[src/rtl/video_mode_pkg.sv]
// video_mode_ctrl shared types: FSM states, scanline levels, watchdog width.
// Optional OSD timer is enabled with VMODE_OSD_TIMER_EN.
package video_mode_pkg;

  typedef enum logic [1:0] {
    ST_IDLE       = 2'd0,
    ST_BLANK_PRE  = 2'd1,
    ST_BLANK_HOLD = 2'd2,
    ST_RST_HOLD   = 2'd3
  } vmode_state_t;

  typedef logic [1:0] scanline_t;

  localparam scanline_t SL_OFF = 2'd0;
  localparam scanline_t SL_25  = 2'd1;
  localparam scanline_t SL_50  = 2'd2;
  localparam scanline_t SL_75  = 2'd3;

  localparam int WDOG_BITS = 21;

endpackage

[src/rtl/video_mode_ctrl_if.sv]
// Hotkey request / video control bundle between keyboard, core and ctrl.
// osd_show exists only when VMODE_OSD_TIMER_EN is defined.
interface video_mode_ctrl_if;
  import video_mode_pkg::*;

  logic      req_scandbl;
  logic      req_scanlines;
  logic      req_reset;
  logic      vsync;
  logic      scandoubler_disable;
  scanline_t scanlines;
  logic      video_blank;
  logic      core_reset;
  logic      busy;
`ifdef VMODE_OSD_TIMER_EN
  logic      osd_show;
`endif

  modport master (
    output req_scandbl,
    output req_scanlines,
    output req_reset,
    output vsync,
    input  scandoubler_disable,
    input  scanlines,
    input  video_blank,
    input  core_reset,
`ifdef VMODE_OSD_TIMER_EN
    input  osd_show,
`endif
    input  busy
  );

  modport slave (
    input  req_scandbl,
    input  req_scanlines,
    input  req_reset,
    input  vsync,
    output scandoubler_disable,
    output scanlines,
    output video_blank,
    output core_reset,
`ifdef VMODE_OSD_TIMER_EN
    output osd_show,
`endif
    output busy
  );

endinterface

[src/rtl/req_sync_edge.sv]
// Two-flop synchroniser plus registered rising-edge pulse.
// Pulse is high for one cycle, three cycles after d rises.
module req_sync_edge (
  input  logic clk,
  input  logic rst,
  input  logic d,
  output logic pulse
);

  logic [2:0] sr;

  always_ff @(posedge clk) begin
    if (rst) begin
      sr    <= '0;
      pulse <= 1'b0;
    end else begin
      sr    <= {sr[1:0], d};
      pulse <= sr[1] & ~sr[2];
    end
  end

endmodule

[src/rtl/video_mode_ctrl.sv]
// Hotkey-driven scan-rate / scanline / core-reset sequencer (clk_sys).
// Define VMODE_OSD_TIMER_EN to add the osd_show frame timer.
module video_mode_ctrl
  import video_mode_pkg::*;
#(
  parameter int BLANK_FRAMES = 4,
  parameter int RESET_CYCLES = 1024,
  parameter bit INIT_15K     = 1'b0,
  parameter int WDOG_W       = WDOG_BITS
) (
  input logic              clk_sys,
  input logic              reset,
  video_mode_ctrl_if.slave vm
);

  localparam int RC_W = $clog2(RESET_CYCLES);

  localparam logic [1:0] IDLE = ST_IDLE;
  localparam logic [1:0] PRE  = ST_BLANK_PRE;
  localparam logic [1:0] HOLD = ST_BLANK_HOLD;
  localparam logic [1:0] RST  = ST_RST_HOLD;

  logic              ev_rst;
  logic              ev_sdb;
  logic              ev_sl;
  logic              vs_q;
  logic              vs_rise;
  logic [1:0]        state;
  logic [1:0]        state_n;
  logic              sd;
  scanline_t         sl;
  logic              blank;
  logic              crst;
  logic              busy;
  logic [3:0]        fcnt;
  logic [RC_W-1:0]   rcnt;
  logic [WDOG_W-1:0] wcnt;
  logic              last_frame;
  logic              rc_done;
  logic              wd_exp;
  logic              wd_run;
  logic              toggle;
  logic              sl_step;

  req_sync_edge u_sync_rst (
    .clk   (clk_sys),
    .rst   (reset),
    .d     (vm.req_reset),
    .pulse (ev_rst)
  );

  req_sync_edge u_sync_sdb (
    .clk   (clk_sys),
    .rst   (reset),
    .d     (vm.req_scandbl),
    .pulse (ev_sdb)
  );

  req_sync_edge u_sync_sl (
    .clk   (clk_sys),
    .rst   (reset),
    .d     (vm.req_scanlines),
    .pulse (ev_sl)
  );

  assign vs_rise    = vm.vsync & ~vs_q;
  assign last_frame = fcnt == 4'(BLANK_FRAMES - 1);
  assign rc_done    = rcnt == RC_W'(RESET_CYCLES - 1);
  assign wd_exp     = (wcnt == '1) & ~vs_rise;

  always_comb begin
    state_n = state;
    toggle  = 1'b0;
    sl_step = 1'b0;
    unique case (state)
      IDLE: begin
        if (ev_rst)      state_n = RST;
        else if (ev_sdb) state_n = PRE;
        else             sl_step = ev_sl & ~sd;
      end
      PRE: begin
        if (ev_rst) begin
          state_n = RST;
        end else if (vs_rise) begin
          state_n = HOLD;
          toggle  = 1'b1;
        end else if (wd_exp) begin
          state_n = IDLE;
          toggle  = 1'b1;
        end
      end
      HOLD: begin
        if (ev_rst)
          state_n = RST;
        else if ((vs_rise && last_frame) || wd_exp)
          state_n = IDLE;
      end
      RST: begin
        if (!ev_rst && rc_done) state_n = IDLE;
      end
    endcase
  end

  // Watchdog restarts on every state change and every vsync edge
  assign wd_run = (state_n == PRE || state_n == HOLD) &&
                  (state_n == state) && !vs_rise;

  always_ff @(posedge clk_sys) begin
    if (reset) begin
      state <= IDLE;
      vs_q  <= 1'b0;
      sd    <= INIT_15K;
      sl    <= SL_OFF;
      blank <= 1'b0;
      crst  <= 1'b0;
      busy  <= 1'b0;
      fcnt  <= '0;
      rcnt  <= '0;
      wcnt  <= '0;
    end else begin
      state <= state_n;
      vs_q  <= vm.vsync;
      busy  <= state_n != IDLE;
      blank <= state_n != IDLE;
      crst  <= state_n == RST;
      if (toggle)  sd <= ~sd;
      if (sl_step) sl <= sl + 2'd1;
      if (state != HOLD || state_n != HOLD)
        fcnt <= '0;
      else if (vs_rise)
        fcnt <= fcnt + 4'd1;
      if (ev_rst || state_n != RST)
        rcnt <= '0;
      else
        rcnt <= rcnt + RC_W'(1);
      if (wd_run) wcnt <= wcnt + WDOG_W'(1);
      else        wcnt <= '0;
    end
  end

`ifdef VMODE_OSD_TIMER_EN
  logic       osd;
  logic [6:0] ocnt;
  logic       osd_hit;

  assign osd_hit = (state == IDLE) && !ev_rst &&
                   (ev_sdb || (ev_sl && !sd));

  always_ff @(posedge clk_sys) begin
    if (reset) begin
      osd  <= 1'b0;
      ocnt <= '0;
    end else if (osd_hit) begin
      osd  <= 1'b1;
      ocnt <= '0;
    end else if (osd && vs_rise) begin
      if (ocnt == 7'd119) osd <= 1'b0;
      else                ocnt <= ocnt + 7'd1;
    end
  end

  assign vm.osd_show = osd;
`endif

  assign vm.scandoubler_disable = sd;
  assign vm.scanlines           = sl;
  assign vm.video_blank         = blank;
  assign vm.core_reset          = crst;
  assign vm.busy                = busy;

endmodule

[src/flat_wrapper.sv]
// flat-port wrapper written by rule: the top's interface ports become plain ports
module video_mode_ctrl_flat import video_mode_pkg::*;
#(
  parameter int BLANK_FRAMES = 4,
  parameter int RESET_CYCLES = 1024,
  parameter bit INIT_15K     = 1'b0,
  parameter int WDOG_W       = WDOG_BITS
)
  (clk_sys, reset, vm_req_scandbl, vm_req_scanlines, vm_req_reset, vm_vsync, vm_scandoubler_disable, vm_scanlines, vm_video_blank, vm_core_reset, vm_busy);
  video_mode_ctrl_if vm_i ();
  input logic clk_sys;
  input logic reset;
  input wire logic [$bits(vm_i.req_scandbl)-1:0] vm_req_scandbl;
  input wire logic [$bits(vm_i.req_scanlines)-1:0] vm_req_scanlines;
  input wire logic [$bits(vm_i.req_reset)-1:0] vm_req_reset;
  input wire logic [$bits(vm_i.vsync)-1:0] vm_vsync;
  output wire logic [$bits(vm_i.scandoubler_disable)-1:0] vm_scandoubler_disable;
  output wire logic [$bits(vm_i.scanlines)-1:0] vm_scanlines;
  output wire logic [$bits(vm_i.video_blank)-1:0] vm_video_blank;
  output wire logic [$bits(vm_i.core_reset)-1:0] vm_core_reset;
  output wire logic [$bits(vm_i.busy)-1:0] vm_busy;
  assign vm_i.req_scandbl = vm_req_scandbl;
  assign vm_i.req_scanlines = vm_req_scanlines;
  assign vm_i.req_reset = vm_req_reset;
  assign vm_i.vsync = vm_vsync;
  assign vm_scandoubler_disable = vm_i.scandoubler_disable;
  assign vm_scanlines = vm_i.scanlines;
  assign vm_video_blank = vm_i.video_blank;
  assign vm_core_reset = vm_i.core_reset;
  assign vm_busy = vm_i.busy;
  video_mode_ctrl #(.BLANK_FRAMES(BLANK_FRAMES), .RESET_CYCLES(RESET_CYCLES), .INIT_15K(INIT_15K), .WDOG_W(WDOG_W)) u_core (.clk_sys(clk_sys), .reset(reset), .vm(vm_i));
endmodule
[config.mk]
export PLATFORM = sky130hd
export DESIGN_NAME = video_mode_ctrl_flat
export DESIGN_NICKNAME = d
export VERILOG_FILES = /design/src/rtl/video_mode_pkg.sv /design/src/rtl/video_mode_ctrl_if.sv /design/src/rtl/req_sync_edge.sv /design/src/rtl/video_mode_ctrl.sv /design/src/flat_wrapper.sv
export SDC_FILE = /design/constraint.sdc
export NUM_CORES = 1
export LEC_CHECK = 0
export CELL_PAD_IN_SITES_DETAIL_PLACEMENT = 0
export CELL_PAD_IN_SITES_GLOBAL_PLACEMENT = 1
export CORE_MARGIN = 10
export CORE_UTILIZATION = 41
export CTS_CLUSTER_SIZE = 28
export DETAILED_ROUTE_END_ITERATION = 12
export MAX_ROUTING_LAYER = met4
export PLACE_DENSITY_LB_ADDON = 0.1
export SLEW_MARGIN = 10
export SYNTH_ARGS = -nofsm -noshare
export SYNTH_HDL_FRONTEND = slang
export SYNTH_SLANG_ARGS = --single-unit
[constraint.sdc]
create_clock -name clk_sys -period 2.94 [get_ports clk_sys]
set_input_delay 0.588 -clock clk_sys [delete_from_list [all_inputs] [get_ports clk_sys]]
set_output_delay 0.588 -clock clk_sys [all_outputs]
set_load 0.005 [all_outputs]
# Word-level counts from Yosys, hierarchy flattened
# Index checks and enable logic that the tools add are counted.
# totals
regBits	55
inputBits	6
output_inout_bits	6
elab_cells	76
# classes
add_sub_neg	4
eq_ne	13
muxes	16
n_bitwise	13
n_reduce_logical	15
# ops
cell	count
$add A21 B1 Y21 const B	1
$eq A21 B21 Y1 const B	1
$mux W2	8
$add A10 B1 Y10 const B	1
$eq A10 B10 Y1 const B	1
$eq A2 B2 Y1 const B	4
$pmux W2 S4	1
$mux W1	7
$not A1 Y1	7
$and A1 B1 Y1	6
$ne A2 B2 Y1 const B	3
$reduce_or A2 Y1	3
$add A4 B1 Y4 const B	1
$eq A2 B1 Y1 const B	2
$eq A4 B2 Y1 const B	1
$logic_and A1 B1 Y1	4
$logic_or A1 B1 Y1	4
$add A2 B1 Y2 const B	1
$eq A2 B2 Y1	1
$logic_not A1 Y1	2
$logic_not A2 Y1	1
$reduce_bool A2 Y1	1

# Longest topological paths before layout
# depth
ltp_word	14
depth_mapped	11
mapped_depth_nobuf	9

# Cells and area by module
# Synthesis repeated with hierarchy kept, for this count alone.
# hier_totals
hier_cells	254
hier_area_um2	2362.3
# by_module_without_submodules
module	instances	cells_each	area_per_inst_um2	seq_area_each_um2
video_mode_ctrl	1	230	2028.2	860.8
req_sync_edge	3	8	111.4	80.1

# Least setup slack after synthesis
# OpenSTA, ideal clock, no wires.
# synth_path
kind	register -> register
from	reg u_core.wcnt[0]
to	reg u_core.wcnt[11]
arrival_ps	2979
path_slack_ps	-117
stages_incl_launch_ff	12
n_path_buf	2
synth_period_minus_slack_ps	3057
cell_sequence	dfxtp_1 > ha_1 > nand3_1 > or3_1 > clkbuf_1 > o31ai_1 > a21oi_1 > ha_1 > a2111oi_0 > o211ai_1 > clkbuf_1 > nor3_1
# synth_between
elab_chain_cells	12
word_cells_on_any_way	18
classes_between	add/sub: 1; eq/ne: 4; mux: 6; bitwise: 2; reduce/logical: 5
# synth_lines
element	line_no	text
start: declaration	video_mode_ctrl.sv:37	logic [WDOG_W-1:0] wcnt;
start signal: assignment	video_mode_ctrl.sv:136	if (wd_run) wcnt <= wcnt + WDOG_W'(1);
$eq A21 B21 Y1 *	video_mode_ctrl.sv:69	assign wd_exp = (wcnt == '1) & ~vs_rise;
$and A1 B1 Y1 *	video_mode_ctrl.sv:69	
$mux W2 or $logic_or A1 B1 Y1 (tied branches)	video_mode_ctrl.sv:87, video_mode_ctrl.sv:95	
$mux W2, on equally long branches	video_mode_ctrl.sv:84, video_mode_ctrl.sv:95	
$mux W2, on equally long branches	video_mode_ctrl.sv:82, video_mode_ctrl.sv:93	
$pmux W2 S4 *	video_mode_ctrl.sv:75	unique case (state)
named net u_core.state_n[1]	video_mode_ctrl.sv:29	logic [1:0] state_n;
$eq A2 B1 Y1 or $eq A2 B2 Y1 (tied branches)	video_mode_ctrl.sv:105	assign wd_run = (state_n == PRE || state_n == HOLD) &&
$logic_or A1 B1 Y1	video_mode_ctrl.sv:105	
$logic_and A1 B1 Y1 *	video_mode_ctrl.sv:105	
$logic_and A1 B1 Y1 *	video_mode_ctrl.sv:106	(state_n == state) && !vs_rise;
$not A1 Y1 (no line) *	-	
$reduce_or A2 Y1 (no line) *	-	
# The timed path passes the listed nets; every way through them passes the cells marked *.
# A chain may end at the register's enable or synchronous reset.

# Worst setup path in the final report
# layout_path
from	reg u_core.rcnt[0]
to	reg u_core.wcnt[17]
# layout_between
elab_chain_cells	10
word_cells_on_any_way	12
classes_between	eq/ne: 4; mux: 2; bitwise: 1; reduce/logical: 5
# layout_lines
element	line_no	text
start: declaration	video_mode_ctrl.sv:36	logic [RC_W-1:0] rcnt;
start signal: assignment	video_mode_ctrl.sv:135	rcnt <= rcnt + RC_W'(1);
$eq A10 B10 Y1 *	video_mode_ctrl.sv:68	assign rc_done = rcnt == RC_W'(RESET_CYCLES - 1);
$logic_and A1 B1 Y1 *	video_mode_ctrl.sv:99	if (!ev_rst && rc_done) state_n = IDLE;
$mux W2 *	video_mode_ctrl.sv:99	
$pmux W2 S4 *	video_mode_ctrl.sv:75	
named net u_core.state_n[1]	video_mode_ctrl.sv:29	
$eq A2 B1 Y1 or $eq A2 B2 Y1 (tied branches)	video_mode_ctrl.sv:105	
$logic_or A1 B1 Y1	video_mode_ctrl.sv:105	
$logic_and A1 B1 Y1 *	video_mode_ctrl.sv:105	
$logic_and A1 B1 Y1 *	video_mode_ctrl.sv:106	
$not A1 Y1 (no line) *	-	
$reduce_or A2 Y1 (no line) *	-	
# Marked as above.

==> metrics.yaml <==
synth.most_common_cell: "sky130_fd_sc_hd__dfxtp_1"
post-synth-top-area-cell: "sky130_fd_sc_hd__dfxtp_1"
power.density_cell_area_nw_per_um2: 495
holdCritStartpoint: "u_core.u_sync_rst.sr[2]"
synth.top_cells.by_count: "sky130_fd_sc_hd__dfxtp_1 (55), sky130_fd_sc_hd__nor2_1 (24), sky130_fd_sc_hd__nor2b_1 (17), sky130_fd_sc_hd__xnor2_1 (14), sky130_fd_sc_hd__xor2_1 (13)"
dpl-instance-area_um2: 2720
peakVddDrop_mv: 0.259
drt-vias-per-instance: 4.99
remaining_drc_errors: 0
drv_slew: 0
numPlacedInstances: 352
number_of_flip_flops_and_latches_in_the_synthesized_netlist: 55
unrepaired_setup_endpoints_after_global_routing: "no"
routedWlPerCell_um: 13.1
setup_slack_ns: 0.155
cts.htree.levels: 2
whs_path_depth: 1
synth_nets: 266
reg2reg_setup_slack_ns: 0.15
antenna-diode-count: 0
multi_input_area_um2: 1220
max_freq_ghz: 0.359
via_count: 1798
max-slew-margin-rel_pct: 45.5
clockBufferDepth: 2
post_synth.cell_area_avg_um2: 9.35
grt_pass1_vias: 1701
wire_length_of_the_first_global_routing_pass_mm: 8.27
timing.critical_path.arrival_ns: 3.02
yosys_warnings: 0
drtPass1Iterations: 4
die_width_um: 96.1
antenna_violating_nets_post_route: 0
synthDistinctLibCells: 42
cts_hold_buffers_added: 0
worstHoldPathType: "reg2reg"
grt_antenna_before_repair: 0
fp.coreArea_um2: 5570
dp_slack_ns: -0.261
cts.sinks: 55
period_minus_slack_ns: 2.79
finalSetupTns_ns: 0
ys_top_cells_by_area: "sky130_fd_sc_hd__dfxtp_1 (46%), sky130_fd_sc_hd__xnor2_1 (5.2%), sky130_fd_sc_hd__xor2_1 (4.8%)"
synthesis.area_um2: 2370
final_hold_viol_count: 0
die_outline_area_um2: 9240
synth-main-ff-cell: "sky130_fd_sc_hd__dfxtp_1"
grt_start_max_net_pins: 20
finalNetCount: 299
io_pins: 12
rr_worst_depth: 10
syn_inst: 254
cts_inserted_buffers: 5
sequential_cell_area_fraction_in_the_yosys_report_pct: 46.4
tritoncts: "done"
nFillCells: 557
worst-setup-path-type: "reg2reg"
finalPower_mw: 1.42
drt_first_iter_violations: 71
clk_slew_on_worst_s_h_paths_ns: 0.09
fin_clk_skew_ns: 0.00840
starting_density_pct: 42.6
die_y_um: 96.1
synth_async_sr_flop_share_pct: 0
worst-slew-pin-transition_ns: 0.812
setup_violations: 0
dp.final_hpwl_mm: 3.38
status: "finished clean"
placement.io_buffers: 11
ff_to_ff_end: "u_core.wcnt[17]"
syn2layout_area_growth_pct: 20.3
leakage_nw: 0.972
post_synth_edffs: 0
fin_crit_sh_pct: 94.7
timing.hold.worst_endpoint: "u_core.u_sync_rst.pulse"
gp_routability_congestion: 0.756
overflow: 0
finalHoldWorstSlack_ns: 0.386
layout-drive-gt1-share_pct: 14.9
worstSetupEndpointType: "flip-flop"
post-route-util_pct: 51.2
drt_total_wl_mm: 4.71
synth_top_area_share_pct: 46.4
layout.cells.non_filler: 360
worst_skew_pair.late_latency_ns: 0.31
start_kind: "flip-flop"
design_area_um2: 2860
timing.critical_path.required_ns: 3.18
cap_violations: 0
register_area_um2: 1100
global_route.usage.total_pct: 11.7
rows: 27
worst-path-max-fanout: 12
critical_path.reg2reg.startpoint: "u_core.rcnt[0]"
cts.root.buffer_cell: "sky130_fd_sc_hd__clkbuf_8"
-- how the worst max path moves through the flow --
| stage | cells past startpoint | to | start |
|---|---|---|---|
| floorplan | 11 | u_core.wcnt[11] | u_core.wcnt[0] |
| global placement | 10 | u_core.wcnt[17] | vm_vsync |
| detailed placement | 10 | u_core.wcnt[1] | vm_vsync |
| CTS | 10 | u_core.wcnt[1] | u_core.wcnt[1] |
| global route | 10 | u_core.wcnt[17] | u_core.wcnt[0] |
| finish | 10 | u_core.wcnt[17] | u_core.rcnt[0] |
-- state kept, by name, summed over array words and instances (netlist names), 2 cells and up --
| register | cells |
|---|---|
| u_core.wcnt | 21 |
| u_core.rcnt | 10 |
| u_core.fcnt | 4 |
| u_core.u_sync_rst.sr | 3 |
| u_core.u_sync_sdb.sr | 3 |
| u_core.u_sync_sl.sr | 3 |
| u_core.state | 2 |
| u_core.vm.scanlines | 2 |
-- layout make-up --
cell class	instances	share of cell area, %
repair buffers	37	10.7
clock buffers	6	2.89
flip-flops and latches	55	38.5
multi-input cells	181	42.6
inverters	7	0.920
well taps	72	3.15
clock inverters	2	1.23
-- what timing repair did --
item	4_1_cts	5_1_grt
resized for setup	0	5
setup endpoints to repair	0	19
buffers inserted	0	0
-- critical path, cell delays in order, from the launching register on --
cell and delay [ns]:
sky130_fd_sc_hd__dfxtp_1 0.39, sky130_fd_sc_hd__ha_1 0.20, sky130_fd_sc_hd__and3_1 0.26, sky130_fd_sc_hd__nand4_1 0.21
sky130_fd_sc_hd__o21ai_1 0.25, sky130_fd_sc_hd__a21oi_1 0.15, sky130_fd_sc_hd__ha_1 0.32, sky130_fd_sc_hd__a2111oi_2 0.39
sky130_fd_sc_hd__o211ai_1 0.14, sky130_fd_sc_hd__buf_4 0.20, sky130_fd_sc_hd__a211oi_1 0.20
-- kinds of logic after synthesis --
logic type	count (synthesis)	share of synthesized area [%]
and+or+nand+nor	108	25.3
DFF	55	46.4
AOI/OAI and AO/OA	39	11.3
xor gates and xnor gates	27	9.96
buffers and inverters	18	3.42
adders and majority gates	6	3.16
muxes	1	0.422
-- report_power, final --
group	switching, mW	leakage [nW]	internal, mW
Combinational	0.0614	0.465	0.0640
Sequential	0.0114	0.446	0.760
Clock	0.242	0.0612	0.276
-- metal layers --
metal  vias to the layer above  wire (um)  GRT usage (%)
met5                         -          0              -
met1                       811       2390           15.0
li1                        961          -              -
met2                        21       2060           16.6
met3                         5        178           3.50
met4                         0         80           4.79
-- layout by cell type, fill, tap and decap left out, types with 7 or more instances in the layout --
cell type / netlist / layout
sky130_fd_sc_hd__dfxtp_1: 55 / 55
sky130_fd_sc_hd__buf_4: 1 / 26
sky130_fd_sc_hd__nor2_1: 24 / 24
sky130_fd_sc_hd__nor2b_1: 17 / 17
sky130_fd_sc_hd__xnor2_1: 14 / 14
sky130_fd_sc_hd__xor2_1: 13 / 13
sky130_fd_sc_hd__nand3_1: 12 / 12
sky130_fd_sc_hd__a211oi_1: 12 / 12
sky130_fd_sc_hd__nand4_1: 11 / 11
sky130_fd_sc_hd__clkdlybuf4s50_1: 0 / 11
sky130_fd_sc_hd__nor3_1: 10 / 10
sky130_fd_sc_hd__nand2_1: 8 / 8
sky130_fd_sc_hd__inv_1: 7 / 7
Power figures use the tool's default switching activity.
